[config.mk]
export PLATFORM = sky130hd
export DESIGN_NAME = axi_read_arbiter_flat
export DESIGN_NICKNAME = d
export VERILOG_FILES = /design/src/rtl/axi_read_arbiter_if.sv /design/src/rtl/axi_read_arbiter.sv /design/src/flat_wrapper.sv
export SDC_FILE = /design/constraint.sdc
export NUM_CORES = 1
export LEC_CHECK = 0
export ABC_AREA = 1
export BUFFER_PORTS_ARGS = -buffer_cell sky130_fd_sc_hd__buf_2
export CELL_PAD_IN_SITES_DETAIL_PLACEMENT = 1
export CELL_PAD_IN_SITES_GLOBAL_PLACEMENT = 1
export CORE_AREA = 4 4 371 373
export DETAILED_ROUTE_END_ITERATION = 10
export DIE_AREA = 0 0 375 377
export GPL_TIMING_DRIVEN = 1
export PLACE_DENSITY = 0.31
export RECOVER_POWER = 25
export SETUP_SLACK_MARGIN = 0.3
export SLEW_MARGIN = 20
export SYNTH_ARGS = -nofsm -noshare
export SYNTH_HDL_FRONTEND = slang
export SYNTH_SLANG_ARGS = --single-unit
[constraint.sdc]
create_clock -name clk -period 2.8 [get_ports clk]
set_input_delay 0.56 -clock clk [delete_from_list [all_inputs] [get_ports clk]]
set_output_delay 0.56 -clock clk [all_outputs]
set_load 0.05 [all_outputs]
[src/rtl/axi_read_arbiter_if.sv]
// AXI4 read-channel bundle (AR + R) shared by the arbiter's two master ports and its RAM port.
// master modport drives AR and rready; slave modport drives arready and the R payload.
interface axi_read_arbiter_if #(
    parameter int ID_WIDTH   = 4,
    parameter int ADDR_WIDTH = 32,
    parameter int DATA_WIDTH = 256
);
    logic [ID_WIDTH-1:0]   arid;
    logic [ADDR_WIDTH-1:0] araddr;
    logic [7:0]            arlen;
    logic [2:0]            arsize;
    logic [1:0]            arburst;
    logic                  arvalid;
    logic                  arready;
    logic [ID_WIDTH-1:0]   rid;
    logic [DATA_WIDTH-1:0] rdata;
    logic [1:0]            rresp;
    logic                  rlast;
    logic                  rvalid;
    logic                  rready;

    modport master (
        output arid, araddr, arlen, arsize, arburst, arvalid, rready,
        input  arready, rid, rdata, rresp, rlast, rvalid
    );

    modport slave (
        input  arid, araddr, arlen, arsize, arburst, arvalid, rready,
        output arready, rid, rdata, rresp, rlast, rvalid
    );
endinterface

[src/rtl/axi_read_arbiter.sv]
// Two-master AXI4 read arbiter: one whole burst at a time, R routed to the owner, beat count checked.
// Define ARB_ROUND_ROBIN_EN for round-robin on simultaneous requests; default is fixed priority to master 0.
module axi_read_arbiter #(
    parameter int ID_WIDTH   = 4,
    parameter int ADDR_WIDTH = 32,
    parameter int DATA_WIDTH = 256
) (
    input  logic                 clk,
    input  logic                 rst_n,
    axi_read_arbiter_if.slave    m0_axi,
    axi_read_arbiter_if.slave    m1_axi,
    axi_read_arbiter_if.master   s_axi,
    output logic                 busy,
    output logic                 grant,
    output logic                 len_err
);
    typedef enum logic [1:0] {
        IDLE = 2'd0,
        AR   = 2'd1,
        R    = 2'd2
    } state_t;

    state_t          state_q;
    logic            grant_q;
    logic            busy_q;
    logic            len_err_q;
    logic [7:0]      exp_len_q;
    logic [8:0]      beat_cnt_q;

    logic            req_any;
    logic            winner;
    logic [7:0]      win_arlen;
    logic            ar_phase;
    logic            r_phase;
    logic            ar_hs;
    logic            r_hs;
    logic            sel_arvalid;
    logic            sel_rready;
    logic            cnt_mismatch;

    logic [ID_WIDTH-1:0]   arid_sel;
    logic [ADDR_WIDTH-1:0] araddr_sel;
    logic [ID_WIDTH-1:0]   rid_fan;
    logic [DATA_WIDTH-1:0] rdata_fan;

    assign req_any = m0_axi.arvalid | m1_axi.arvalid;

`ifdef ARB_ROUND_ROBIN_EN
    logic rr_ptr_q;

    assign winner = (m0_axi.arvalid & m1_axi.arvalid) ? rr_ptr_q : ~m0_axi.arvalid;

    always_ff @(posedge clk or negedge rst_n) begin
        if (!rst_n) begin
            rr_ptr_q <= 1'b0;
        end else if (r_hs && s_axi.rlast) begin
            rr_ptr_q <= ~grant_q;
        end
    end
`else
    assign winner = ~m0_axi.arvalid;
`endif

    assign win_arlen = winner ? m1_axi.arlen : m0_axi.arlen;

    // Compare in 10 bits so a saturated count of 256 still mismatches any legal arlen.
    assign cnt_mismatch = ({1'b0, beat_cnt_q} + 10'd1) != ({2'b00, exp_len_q} + 10'd1);

    always_ff @(posedge clk or negedge rst_n) begin
        if (!rst_n) begin
            state_q    <= IDLE;
            grant_q    <= 1'b0;
            busy_q     <= 1'b0;
            len_err_q  <= 1'b0;
            exp_len_q  <= '0;
            beat_cnt_q <= '0;
        end else begin
            case (state_q)
                IDLE: begin
                    beat_cnt_q <= '0;
                    if (req_any) begin
                        state_q   <= AR;
                        busy_q    <= 1'b1;
                        grant_q   <= winner;
                        exp_len_q <= win_arlen;
                    end
                end
                AR: begin
                    if (ar_hs) begin
                        state_q <= R;
                    end
                end
                R: begin
                    if (r_hs) begin
                        if (beat_cnt_q != 9'd256) begin
                            beat_cnt_q <= beat_cnt_q + 9'd1;
                        end
                        if (s_axi.rlast) begin
                            state_q <= IDLE;
                            busy_q  <= 1'b0;
                            if (cnt_mismatch) begin
                                len_err_q <= 1'b1;
                            end
                        end
                    end
                end
                default: begin
                    state_q <= IDLE;
                    busy_q  <= 1'b0;
                end
            endcase
        end
    end

    assign ar_phase = (state_q == AR);
    assign r_phase  = (state_q == R);

    assign sel_arvalid = grant_q ? m1_axi.arvalid : m0_axi.arvalid;
    assign sel_rready  = grant_q ? m1_axi.rready  : m0_axi.rready;

    assign arid_sel   = grant_q ? m1_axi.arid   : m0_axi.arid;
    assign araddr_sel = grant_q ? m1_axi.araddr : m0_axi.araddr;

    assign s_axi.arid    = arid_sel;
    assign s_axi.araddr  = araddr_sel;
    assign s_axi.arlen   = grant_q ? m1_axi.arlen   : m0_axi.arlen;
    assign s_axi.arsize  = grant_q ? m1_axi.arsize  : m0_axi.arsize;
    assign s_axi.arburst = grant_q ? m1_axi.arburst : m0_axi.arburst;
    assign s_axi.arvalid = ar_phase & sel_arvalid;
    assign s_axi.rready  = r_phase & sel_rready;

    assign m0_axi.arready = ar_phase & ~grant_q & s_axi.arready;
    assign m1_axi.arready = ar_phase &  grant_q & s_axi.arready;

    assign ar_hs = s_axi.arvalid & s_axi.arready;
    assign r_hs  = s_axi.rvalid & s_axi.rready;

    // R payload goes to both masters; only the owner's rvalid qualifies it.
    assign rid_fan   = s_axi.rid;
    assign rdata_fan = s_axi.rdata;

    assign m0_axi.rid    = rid_fan;
    assign m0_axi.rdata  = rdata_fan;
    assign m0_axi.rresp  = s_axi.rresp;
    assign m0_axi.rlast  = s_axi.rlast;
    assign m0_axi.rvalid = r_phase & ~grant_q & s_axi.rvalid;

    assign m1_axi.rid    = rid_fan;
    assign m1_axi.rdata  = rdata_fan;
    assign m1_axi.rresp  = s_axi.rresp;
    assign m1_axi.rlast  = s_axi.rlast;
    assign m1_axi.rvalid = r_phase &  grant_q & s_axi.rvalid;

    assign busy    = busy_q;
    assign grant   = grant_q;
    assign len_err = len_err_q;
endmodule
[src/flat_wrapper.sv]
// flat-port wrapper written by rule: the top's interface ports become plain ports
module axi_read_arbiter_flat 
#(
    parameter int ID_WIDTH   = 4,
    parameter int ADDR_WIDTH = 32,
    parameter int DATA_WIDTH = 256
)
  (clk, rst_n, busy, grant, len_err, m0_axi_arid, m0_axi_araddr, m0_axi_arlen, m0_axi_arsize, m0_axi_arburst, m0_axi_arvalid, m0_axi_rready, m0_axi_arready, m0_axi_rid, m0_axi_rdata, m0_axi_rresp, m0_axi_rlast, m0_axi_rvalid, m1_axi_arid, m1_axi_araddr, m1_axi_arlen, m1_axi_arsize, m1_axi_arburst, m1_axi_arvalid, m1_axi_rready, m1_axi_arready, m1_axi_rid, m1_axi_rdata, m1_axi_rresp, m1_axi_rlast, m1_axi_rvalid, s_axi_arid, s_axi_araddr, s_axi_arlen, s_axi_arsize, s_axi_arburst, s_axi_arvalid, s_axi_rready, s_axi_arready, s_axi_rid, s_axi_rdata, s_axi_rresp, s_axi_rlast, s_axi_rvalid);
  axi_read_arbiter_if #(.ID_WIDTH(ID_WIDTH), .ADDR_WIDTH(ADDR_WIDTH), .DATA_WIDTH(DATA_WIDTH)) m0_axi_i ();
  axi_read_arbiter_if #(.ID_WIDTH(ID_WIDTH), .ADDR_WIDTH(ADDR_WIDTH), .DATA_WIDTH(DATA_WIDTH)) m1_axi_i ();
  axi_read_arbiter_if #(.ID_WIDTH(ID_WIDTH), .ADDR_WIDTH(ADDR_WIDTH), .DATA_WIDTH(DATA_WIDTH)) s_axi_i ();
  input  logic clk;
  input  logic rst_n;
  output logic busy;
  output logic grant;
  output logic len_err;
  input wire logic [$bits(m0_axi_i.arid)-1:0] m0_axi_arid;
  input wire logic [$bits(m0_axi_i.araddr)-1:0] m0_axi_araddr;
  input wire logic [$bits(m0_axi_i.arlen)-1:0] m0_axi_arlen;
  input wire logic [$bits(m0_axi_i.arsize)-1:0] m0_axi_arsize;
  input wire logic [$bits(m0_axi_i.arburst)-1:0] m0_axi_arburst;
  input wire logic [$bits(m0_axi_i.arvalid)-1:0] m0_axi_arvalid;
  input wire logic [$bits(m0_axi_i.rready)-1:0] m0_axi_rready;
  output wire logic [$bits(m0_axi_i.arready)-1:0] m0_axi_arready;
  output wire logic [$bits(m0_axi_i.rid)-1:0] m0_axi_rid;
  output wire logic [$bits(m0_axi_i.rdata)-1:0] m0_axi_rdata;
  output wire logic [$bits(m0_axi_i.rresp)-1:0] m0_axi_rresp;
  output wire logic [$bits(m0_axi_i.rlast)-1:0] m0_axi_rlast;
  output wire logic [$bits(m0_axi_i.rvalid)-1:0] m0_axi_rvalid;
  input wire logic [$bits(m1_axi_i.arid)-1:0] m1_axi_arid;
  input wire logic [$bits(m1_axi_i.araddr)-1:0] m1_axi_araddr;
  input wire logic [$bits(m1_axi_i.arlen)-1:0] m1_axi_arlen;
  input wire logic [$bits(m1_axi_i.arsize)-1:0] m1_axi_arsize;
  input wire logic [$bits(m1_axi_i.arburst)-1:0] m1_axi_arburst;
  input wire logic [$bits(m1_axi_i.arvalid)-1:0] m1_axi_arvalid;
  input wire logic [$bits(m1_axi_i.rready)-1:0] m1_axi_rready;
  output wire logic [$bits(m1_axi_i.arready)-1:0] m1_axi_arready;
  output wire logic [$bits(m1_axi_i.rid)-1:0] m1_axi_rid;
  output wire logic [$bits(m1_axi_i.rdata)-1:0] m1_axi_rdata;
  output wire logic [$bits(m1_axi_i.rresp)-1:0] m1_axi_rresp;
  output wire logic [$bits(m1_axi_i.rlast)-1:0] m1_axi_rlast;
  output wire logic [$bits(m1_axi_i.rvalid)-1:0] m1_axi_rvalid;
  output wire logic [$bits(s_axi_i.arid)-1:0] s_axi_arid;
  output wire logic [$bits(s_axi_i.araddr)-1:0] s_axi_araddr;
  output wire logic [$bits(s_axi_i.arlen)-1:0] s_axi_arlen;
  output wire logic [$bits(s_axi_i.arsize)-1:0] s_axi_arsize;
  output wire logic [$bits(s_axi_i.arburst)-1:0] s_axi_arburst;
  output wire logic [$bits(s_axi_i.arvalid)-1:0] s_axi_arvalid;
  output wire logic [$bits(s_axi_i.rready)-1:0] s_axi_rready;
  input wire logic [$bits(s_axi_i.arready)-1:0] s_axi_arready;
  input wire logic [$bits(s_axi_i.rid)-1:0] s_axi_rid;
  input wire logic [$bits(s_axi_i.rdata)-1:0] s_axi_rdata;
  input wire logic [$bits(s_axi_i.rresp)-1:0] s_axi_rresp;
  input wire logic [$bits(s_axi_i.rlast)-1:0] s_axi_rlast;
  input wire logic [$bits(s_axi_i.rvalid)-1:0] s_axi_rvalid;
  assign m0_axi_i.arid = m0_axi_arid;
  assign m0_axi_i.araddr = m0_axi_araddr;
  assign m0_axi_i.arlen = m0_axi_arlen;
  assign m0_axi_i.arsize = m0_axi_arsize;
  assign m0_axi_i.arburst = m0_axi_arburst;
  assign m0_axi_i.arvalid = m0_axi_arvalid;
  assign m0_axi_i.rready = m0_axi_rready;
  assign m0_axi_arready = m0_axi_i.arready;
  assign m0_axi_rid = m0_axi_i.rid;
  assign m0_axi_rdata = m0_axi_i.rdata;
  assign m0_axi_rresp = m0_axi_i.rresp;
  assign m0_axi_rlast = m0_axi_i.rlast;
  assign m0_axi_rvalid = m0_axi_i.rvalid;
  assign m1_axi_i.arid = m1_axi_arid;
  assign m1_axi_i.araddr = m1_axi_araddr;
  assign m1_axi_i.arlen = m1_axi_arlen;
  assign m1_axi_i.arsize = m1_axi_arsize;
  assign m1_axi_i.arburst = m1_axi_arburst;
  assign m1_axi_i.arvalid = m1_axi_arvalid;
  assign m1_axi_i.rready = m1_axi_rready;
  assign m1_axi_arready = m1_axi_i.arready;
  assign m1_axi_rid = m1_axi_i.rid;
  assign m1_axi_rdata = m1_axi_i.rdata;
  assign m1_axi_rresp = m1_axi_i.rresp;
  assign m1_axi_rlast = m1_axi_i.rlast;
  assign m1_axi_rvalid = m1_axi_i.rvalid;
  assign s_axi_arid = s_axi_i.arid;
  assign s_axi_araddr = s_axi_i.araddr;
  assign s_axi_arlen = s_axi_i.arlen;
  assign s_axi_arsize = s_axi_i.arsize;
  assign s_axi_arburst = s_axi_i.arburst;
  assign s_axi_arvalid = s_axi_i.arvalid;
  assign s_axi_rready = s_axi_i.rready;
  assign s_axi_i.arready = s_axi_arready;
  assign s_axi_i.rid = s_axi_rid;
  assign s_axi_i.rdata = s_axi_rdata;
  assign s_axi_i.rresp = s_axi_rresp;
  assign s_axi_i.rlast = s_axi_rlast;
  assign s_axi_i.rvalid = s_axi_rvalid;
  axi_read_arbiter #(.ID_WIDTH(ID_WIDTH), .ADDR_WIDTH(ADDR_WIDTH), .DATA_WIDTH(DATA_WIDTH)) u_core (.clk(clk), .rst_n(rst_n), .m0_axi(m0_axi_i), .m1_axi(m1_axi_i), .s_axi(s_axi_i), .busy(busy), .grant(grant), .len_err(len_err));
endmodule
# Yosys cells after proc, flatten, opt, wreduce, memory -nomap -nowiden
# Cells that the tools add are included.
# op_classes
n_reduce_logical	7
n_addsub	3
mux	20
n_bitwise	16
eq_ne	9
# ops
cell	n
2-to-1 mux 32 bit	1
2-to-1 mux 9 bit	2
case mux 9 bit (2 select lines)	1
2-to-1 mux 8 bit	2
AND 1 bit	12
AND reduction 4 bit	3
adder 9 x 1 -> 10 bit, second input constant	1
2-to-1 mux 2 bit	5
!= test 10 bit	1
adder 8 x 1 -> 9 bit, second input constant	1
adder 9 x 1 -> 9 bit, second input constant	1
!= test 9 bit, second input constant	1
!= test 2 bit, second input constant	4
case mux 2 bit (3 select lines)	1
2-to-1 mux 1 bit	5
2-to-1 mux 4 bit	1
2-to-1 mux 3 bit	1
NOT 1 bit	3
case mux 1 bit (3 select lines)	1
AND reduction 3 bit	1
== test 2 x 1 -> 1 bit, second input constant	1
== test 2 bit, second input constant	1
logical NOT 2 bit	1
!= test 2 x 1 -> 1 bit, second input constant	1
other kinds (3)	3
# totals
regBits	22
in_bits	369
elab_cells	61

# Logic depth before layout (Yosys ltp)
# Gate-level depths: netlist of run 1.
# depth
ltp_word	5
depth_mapped	13
depth_no_buf	13

# Worst setup path before layout of run 1
# No wires, ideal clock.
# synth_path
path_type	flip-flop to output port
start	register u_core.grant_q (netlist: u_core.grant)
end	output port s_axi_arlen[6]
required_ns	2.240
path_slack_ns	0.151
t_arrival_ns	2.089
n_path_buf	1
stages_incl_launch_ff	4
cell_sequence	dfrtp_1 > inv_2 > clkbuf_1 > o21ai_0
# synth_via
elab_chain_len	1
# synth_lines
item	line_no	source
from (decl)	axi_read_arbiter.sv:24	logic grant_q;
from (signal assigned)	axi_read_arbiter.sv:84	grant_q <= winner;
2-to-1 mux 8 bit	axi_read_arbiter.sv:126	assign s_axi.arlen = grant_q ? m1_axi.arlen : m0_axi.arlen;
to (decl)	flat_wrapper.sv:45	output wire logic [$bits(s_axi_i.arlen)-1:0] s_axi_arlen;
# Every way passes these cells.

# Final worst setup path of run 1
# layout_path
start	register u_core.grant_q (netlist: u_core.grant)
end	output port s_axi_araddr[25]
# layout_via
elab_chain_len	1
# layout_lines
item	line_no	source
2-to-1 mux 32 bit	axi_read_arbiter.sv:122	assign araddr_sel = grant_q ? m1_axi.araddr : m0_axi.araddr;
to (decl)	flat_wrapper.sv:44	output wire logic [$bits(s_axi_i.araddr)-1:0] s_axi_araddr;
# Every way passes these cells.

==> impl_metrics.toml, run 1 <==
[clock_network]
clockRootBuffer = "clkbuf_16"
cts_tree = "yes"
holdBufCountCts = 0
path_clk_slew_ps = 80
htree_levels = 1
clkLatencyLatePin_ps = 290
post_cts_buffers = 0
numCtsBuffers = 3
cts.sinks = 22
clk_path_buf_depth = 2

[grt]
grt_max_degree = 48
antenna_found_initial = 15
grt-ovfl-total = 0
use_met2_pct = 8.915
grt_use_total_pct = 6.406
grt_pass1_wl_microns = 57190
grt.busiest_layer = "met2"
grt_use_met3_pct = 8.255
grt_pass1_vias = 4369
grt_use_met1_pct = 5.609

[worst_setup_path]
rrSetupSlack_ps = 870
crit_path_cell_trace = "clkinv_2 > buf_6 > nand2_1 > nand2_1 > buf_2"
worstSetupStartpointType = "flip-flop"
r2r-end = "u_core.len_err$_DFFE_PN0P_"
setup.worst_path.end_class = "output pin"
reg2reg_from = "u_core.beat_cnt_q[0]$_DFFE_PN0P_"
critical_path_arrival_ps = 1870
worst_r2r_path_depth = 13
crit_fanout = 25
worst_path_most_repeated_cell = "nand2_1"
slowest_delay_ps = 500
path_class = "flip-flop to output pin"
cp.required_ps = 2240
cpMaxStageDelayCell = "dfrtp_4"

[route]
via_count = 4043
first_pass_iters = 4
drt_iter0_drc = 144
drt-total-wl_microns = 48140
vias_per_cell = 1.709
drc = 0
wire_per_inst_microns = 20.35
antenna_left = 0

[floorplan]
die_x_microns = 375
ios = 953
core_area_sq_um = 134600
dieArea_sq_um = 141400
core.rowCount = 135
start_util_pct = 4.588
die_h_microns = 377

[synth]
synth-seq-area-share_pct = 8.914
ys_warn_count = 0
synth_top_family_by_area = "buffers and inverters"
synth_mux_area_share_pct = 0
yosys.area_share.simple_pct = 18.72
ys_ff_latch = 22
ys_types = 25
syn_avg_cell_area_sq_um = 6.563
synthesis.area_sq_um = 6176
syn_nets = 1313
synth_fa_ha_area_share_pct = 0.6078
synthXorXnorAreaFrac_pct = 0
synth_compound_area_share_pct = 3.728
syn-instance-count = 941

[layout]
final_cell_mix = "227 x nand2_1, 156 x buf_2, 49 x inv_1, 21 x dfrtp_1, 19 x nor2_1"
area_growth_pct = -9.319
layoutNonFillerInstCount = 2366
drive_gt1_share_pct = 35.10
final_nets = 957
layout.cells.most_common = "nand2_1"

[sta]
fin_hold_ws_ps = 477.8
setup_violations = 0
finalHoldViolations = 0
fin_skew_ps = 7.748
rsz0062_at_grt = "false"
relSlewSlack_pct = -12.20
slew_viol_final = 23
tightest_slew_ps = 1683
finalCritPeriodShare_pct = 86.72
period_minus_slack_ps = 2428
clock.fmax_mhz = 411.8
setup_tns_ps = 0

[placed_design]
dp_hpwl_microns = 43470
gp_congestion = 0.6821
port-buffer-count = 166
placed_cells = 2361

[status]
violations = "max-capacitance violations, max-slew violations"
status = "complete, but fails checks"

[worst_hold_path]
whs_path_depth = 2
min_to = "u_core.len_err$_DFFE_PN0P_"
worstHoldStart = "u_core.len_err$_DFFE_PN0P_"
hold_path.class = "flip-flop to flip-flop"

[pwr]
p_leak_nw = 2.133
irDropWorstVdd_mv = 0.4364
p_total_mw = 4.468
power.density_nw_per_um2 = 797.8

[run]
cap_viol_max_count = 1
==> how the worst max path moves through the flow <==
stage / start / endpoint / slack [ps] / cells past startpoint
after floorplan: u_core.grant$_DFFE_PN0P_ / s_axi_arlen[6] / 150 / 3
after global placement: u_core.grant$_DFFE_PN0P_ / s_axi_araddr[9] / 470 / 5
after detailed placement: u_core.grant$_DFFE_PN0P_ / s_axi_araddr[9] / 480 / 5
after CTS: u_core.grant$_DFFE_PN0P_ / s_axi_araddr[9] / 270 / 5
after global routing: u_core.grant$_DFFE_PN0P_ / s_axi_araddr[25] / 310 / 5
final: u_core.grant$_DFFE_PN0P_ / s_axi_araddr[25] / 370 / 5
==> Yosys cell counts <==
library cell / n / area share (%)
a21oi_1: 2 / 0.16
a21oi_2: 2 / 0.28
a31oi_1: 1 / 0.10
buf_1: 1 / 0.061
buf_2: 1 / 0.081
buf_4: 527 / 64
clkbuf_1: 10 / 0.61
dfrtp_1: 22 / 8.9
ha_1: 3 / 0.61
inv_1: 49 / 3.0
inv_2: 4 / 0.24
nand2_1: 228 / 14
nand2_2: 6 / 0.61
nand2_4: 2 / 0.36
nand3_1: 17 / 1.4
nand3_2: 1 / 0.16
nor2_1: 19 / 1.2
nor2_2: 5 / 0.51
nor2_4: 1 / 0.18
nor3_1: 5 / 0.41
nor4_1: 1 / 0.10
o211ai_1: 7 / 0.85
o21ai_0: 18 / 1.5
o21ai_1: 2 / 0.16
o22ai_1: 7 / 0.71
==> flip-flops by register name, indices dropped and copies added (netlist names) <==
signal	flops
u_core.exp_len_q	8
u_core.len_err	1
u_core.grant	1
u_core.busy	1
u_core.state_q	2
u_core.beat_cnt_q	9
==> metal layers <==
layer  wire length [microns]  part of all wire, %
met5                     258                 0.54
met4                    1190                  2.5
met3                   12930                   27
met2                   19070                   40
met1                   14680                   30
==> stage by stage <==
stage	utilization, %	instance area [sq um]	setup WS (ps)
3_5_place_dp	4.067	5475	478.7
3_3_place_gp	4.067	5475	472.9
5_1_grt	4.158	5598	309.3
2_1_floorplan	-	6176	150.8
4_1_cts	4.154	5593	268.8
6_report	4.160	5600	371.7
==> report_power, final <==
part | leakage (nW) | switching (mW) | internal (mW)
Clock | 0.0511 | 0.180 | 0.287
Sequential | 0.278 | 0.103 | 0.414
Combinational | 1.80 | 2.65 | 0.833
Total | 2.13 | 2.93 | 1.53
==> kinds of logic (layout without fill, tap and decap cells) <==
family	after synthesis	count (layout)
flops	22	22
fa+ha+maj	3	3
other cells	0	1
simple gates	285	285
buf+inv	592	235
compound gates	39	39
==> repair_timing <==
| item | CTS | global route |
|---|---|---|
| setup endpoints to repair | 14 | 4 |
| pin swaps | 0 | 0 |
| gates resized for setup | 3 | 2 |
| endpoints found under the hold margin | 0 | 0 |
==> final cells by class <==
cell class,count,area (sq um)
Sequential cell,22,554.3
Timing Repair Buffer,178,1079
Clock buffer,3,75.07
Tap cell,1781,2228
Antenna cell,1,2.502
Multi-Input combinational cell,327,1431
Inverter,53,200.2
Clock inverter,1,30.03
Fill cell,16230,129000
==> critical path: cells and delay by family (launching register included) <==
| kind | cells | cell delay, ps |
|---|---|---|
| flip-flops | 1 | 500 |
| buffers and inverters | 3 | 670 |
| AND/OR/NAND/NOR | 2 | 370 |
(Power assumes the default switching activity.)
==> inputs of run 2 (changes only) <==
--- a/config.mk
+++ b/config.mk
@@ -5,15 +5,14 @@
 export SDC_FILE = /design/constraint.sdc
 export NUM_CORES = 1
 export LEC_CHECK = 0
-export ABC_AREA = 1
 export BUFFER_PORTS_ARGS = -buffer_cell sky130_fd_sc_hd__buf_2
 export CELL_PAD_IN_SITES_DETAIL_PLACEMENT = 1
 export CELL_PAD_IN_SITES_GLOBAL_PLACEMENT = 1
-export CORE_AREA = 4 4 371 373
+export CORE_AREA = 4 4 368 370
 export DETAILED_ROUTE_END_ITERATION = 10
-export DIE_AREA = 0 0 375 377
+export DIE_AREA = 0 0 372 374
 export GPL_TIMING_DRIVEN = 1
-export PLACE_DENSITY = 0.31
+export PLACE_DENSITY = 0.3
 export RECOVER_POWER = 25
 export SETUP_SLACK_MARGIN = 0.3
 export SLEW_MARGIN = 20
==> impl_metrics.toml, run 2 <==
[synth]
synth.most_common_cell = "buf_4"
syn_nets = 1128
async_flop_share_pct = 100.0
synth_area_leaders = "buf_4 65%, mux2_2 9.1%, dfrtp_1 9.1%"
syn-instance-count = 756
ys_types = 44
ys_ff_latch = 22
synthesis.area_sq_um = 6056
synth_edf_count = 0
synth_common_cells = "526 x buf_4, 49 x mux2_2, 22 x dfrtp_1"
yosysTopAreaCell = "buf_4"
netlist.area_leader.share_pct = 65.21
synth_top_flop_cell = "dfrtp_1"
syn_avg_cell_area_sq_um = 8.010
ys_warn_count = 0
synth-seq-area-share_pct = 9.091

[worst_setup_path]
critical_path_arrival_ps = 1830
cpMaxStageDelayCell = "dfrtp_4"
worst_r2r_path_depth = 8
reg2reg_from = "u_core.beat_cnt_q[0]$_DFFE_PN0P_"
r2r-end = "u_core.len_err$_DFFE_PN0P_"
startpoint = "u_core.grant$_DFFE_PN0P_"
rrSetupSlack_ps = 580
setup.worst_path.end_class = "output pin"
slowest_delay_ps = 540
path_class = "flip-flop to output pin"
crit_fanout = 40
worstSetupStartpointType = "flip-flop"
endpoint = "s_axi_arburst[1]"
crit_path_cell_trace = "buf_16 > mux2_2 > buf_2"
cp.required_ps = 2240

[floorplan]
ios = 953
die_h_microns = 374
core_area_sq_um = 132600
die_x_microns = 372
core.rowCount = 134
dieArea_sq_um = 139100
start_util_pct = 4.566

[pwr]
irDropWorstVdd_mv = 0.2808
p_total_mw = 3.841
power.density_nw_per_um2 = 704.8
p_leak_nw = 1.693

[layout]
fin_util_pct = 4.109
layoutNonFillerInstCount = 2181
final_cell_area_sq_um = 5449
final.fill_count = 15900
top_register = "u_core.beat_cnt_q"
area_growth_pct = -10.02
final_nets = 784
final_cell_mix = "165 x buf_2, 49 x mux2_2, 25 x buf_4, 21 x dfrtp_1, 20 x nor2_1"
drive_gt1_share_pct = 62.77
layout.cells.most_common = "buf_2"
largest_reg_flops = 9
reg_top3 = "u_core.beat_cnt_q x9, u_core.exp_len_q x8, u_core.state_q x2"

[sta]
slew_viol_final = 23
relSlewSlack_pct = -7.758
rsz0062_at_grt = "false"
setup_violations = 0
fin_skew_ps = 5.444
setup_tns_ps = 0
clock.fmax_mhz = 418.5
finalHoldViolations = 0
period_minus_slack_ps = 2390
tightest_slew_ps = 1616
finalCritPeriodShare_pct = 85.34

[placed_design]
gp_congestion = 0.7213
place_area_sq_um = 5271
port-buffer-count = 166
dp_hpwl_microns = 26770
placed_cells = 2169

[route]
vias_per_cell = 1.461
drt-total-wl_microns = 30450
wire_per_inst_microns = 13.96
antenna_left = 0
via_count = 3186
drt_iter0_drc = 77
drc = 0
first_pass_iters = 4

[clock_network]
cts_tree = "yes"
numCtsBuffers = 3
clockRootBuffer = "clkbuf_16"
cts.sinks = 22
clk_path_buf_depth = 2
holdBufCountCts = 0
clkLatencyLatePin_ps = 280
path_clk_slew_ps = 70
htree_levels = 1

[worst_hold_path]
hold_path.class = "flip-flop to flip-flop"
worstHoldStart = "u_core.beat_cnt_q[8]$_DFFE_PN0P_"

[grt]
grt-ovfl-total = 0
grt_max_degree = 41
grt_use_total_pct = 4.111
antenna_found_initial = 3
grt_pass1_wl_microns = 37570
grt_pass1_vias = 3694

[run]
cap_viol_max_count = 1

[status]
status = "complete, but fails checks"
violations = "max-capacitance violations, max-slew violations"
-- run 2: cell count changes in the layout (fill, tap and decap cells not counted), sizes merged, moves of 11 or more --
| cell | before | now |
|---|---|---|
| inv | 52 | 6 |
| xnor2 | 0 | 14 |
| nand2 | 236 | 12 |
| mux2 | 0 | 49 |
| mux2i | 0 | 11 |
| buf | 177 | 192 |
-- run 2: worst max-delay path: cells and delay by family, from the launching register on --
family | cells | cell delay [ps]
buffers and inverters | 2 | 460
flip-flops | 1 | 540
multiplexers | 1 | 450
-- run 2: timing repair --
item                                    in CTS  in global routing
gates resized for setup                      2                  0
endpoints found under the setup margin       6                  0
buffers inserted                             6                  0
-- run 2: through the flow --
step | setup slack [ps] | hold slack (ps)
after CTS | 308.0 | 347.5
after global placement | 304.6 | 558.4
after global routing | 310.8 | 610.0
after detailed placement | 338.0 | 565.5
after floorplan | 257.8 | 264.4
final | 410.5 | 575.8
-- run 2: worst min path at each step --
stage,endpoint,cells after the start,slack (ps)
final,u_core.beat_cnt_q[8]$_DFFE_PN0P_,1,580
after global routing,u_core.beat_cnt_q[8]$_DFFE_PN0P_,1,610
after CTS,u_core.busy$_DFFE_PN0P_,1,350
after detailed placement,u_core.beat_cnt_q[8]$_DFFE_PN0P_,1,570
after global placement,u_core.exp_len_q[1]$_DFFE_PN0P_,2,560
after floorplan,u_core.beat_cnt_q[0]$_DFFE_PN0P_,0,260
-- run 2: cell type report --
class / count / area [sq um] / share of cell area [%]
well taps: 1768 / 2212 / 40.60
multi-input cells: 186 / 1485 / 27.26
repair buffers: 193 / 1065 / 19.54
flip-flops and latches: 22 / 554.3 / 10.17
clock buffers: 3 / 75.07 / 1.378
clock inverters: 1 / 30.03 / 0.5511
inverters: 6 / 22.52 / 0.4133
diodes: 2 / 5.005 / 0.09185
-- run 2: layer usage --
| metal | vias up | GRT usage, % | share of wire (%) |
|---|---|---|---|
| met4 | 0 | 2.870 | 8.1 |
| met2 | 533 | 6.401 | 44 |
| met5 | - | 0 | 0 |
| met3 | 169 | 3.272 | 18 |
| li1 | 1193 | - | - |
| met1 | 1291 | 3.571 | 29 |
-- run 2: cells by family after synthesis --
kind of cell	Yosys count	synth area share (%)
xor gates and xnor gates	18	2.727
adders and majority gates	3	0.6199
muxes	60	10.93
buffers and inverters	548	66.82
DFF	22	9.091
and+or+nand+nor	66	5.661
AOI/OAI and AO/OA	39	4.153
-- run 2: report_power, final --
part           switching [mW]  leakage (nW)  internal [mW]
sequential              0.190         0.271          0.419
clock                   0.164        0.0511          0.286
combinational            1.84          1.37          0.937
total                    2.20          1.69           1.64
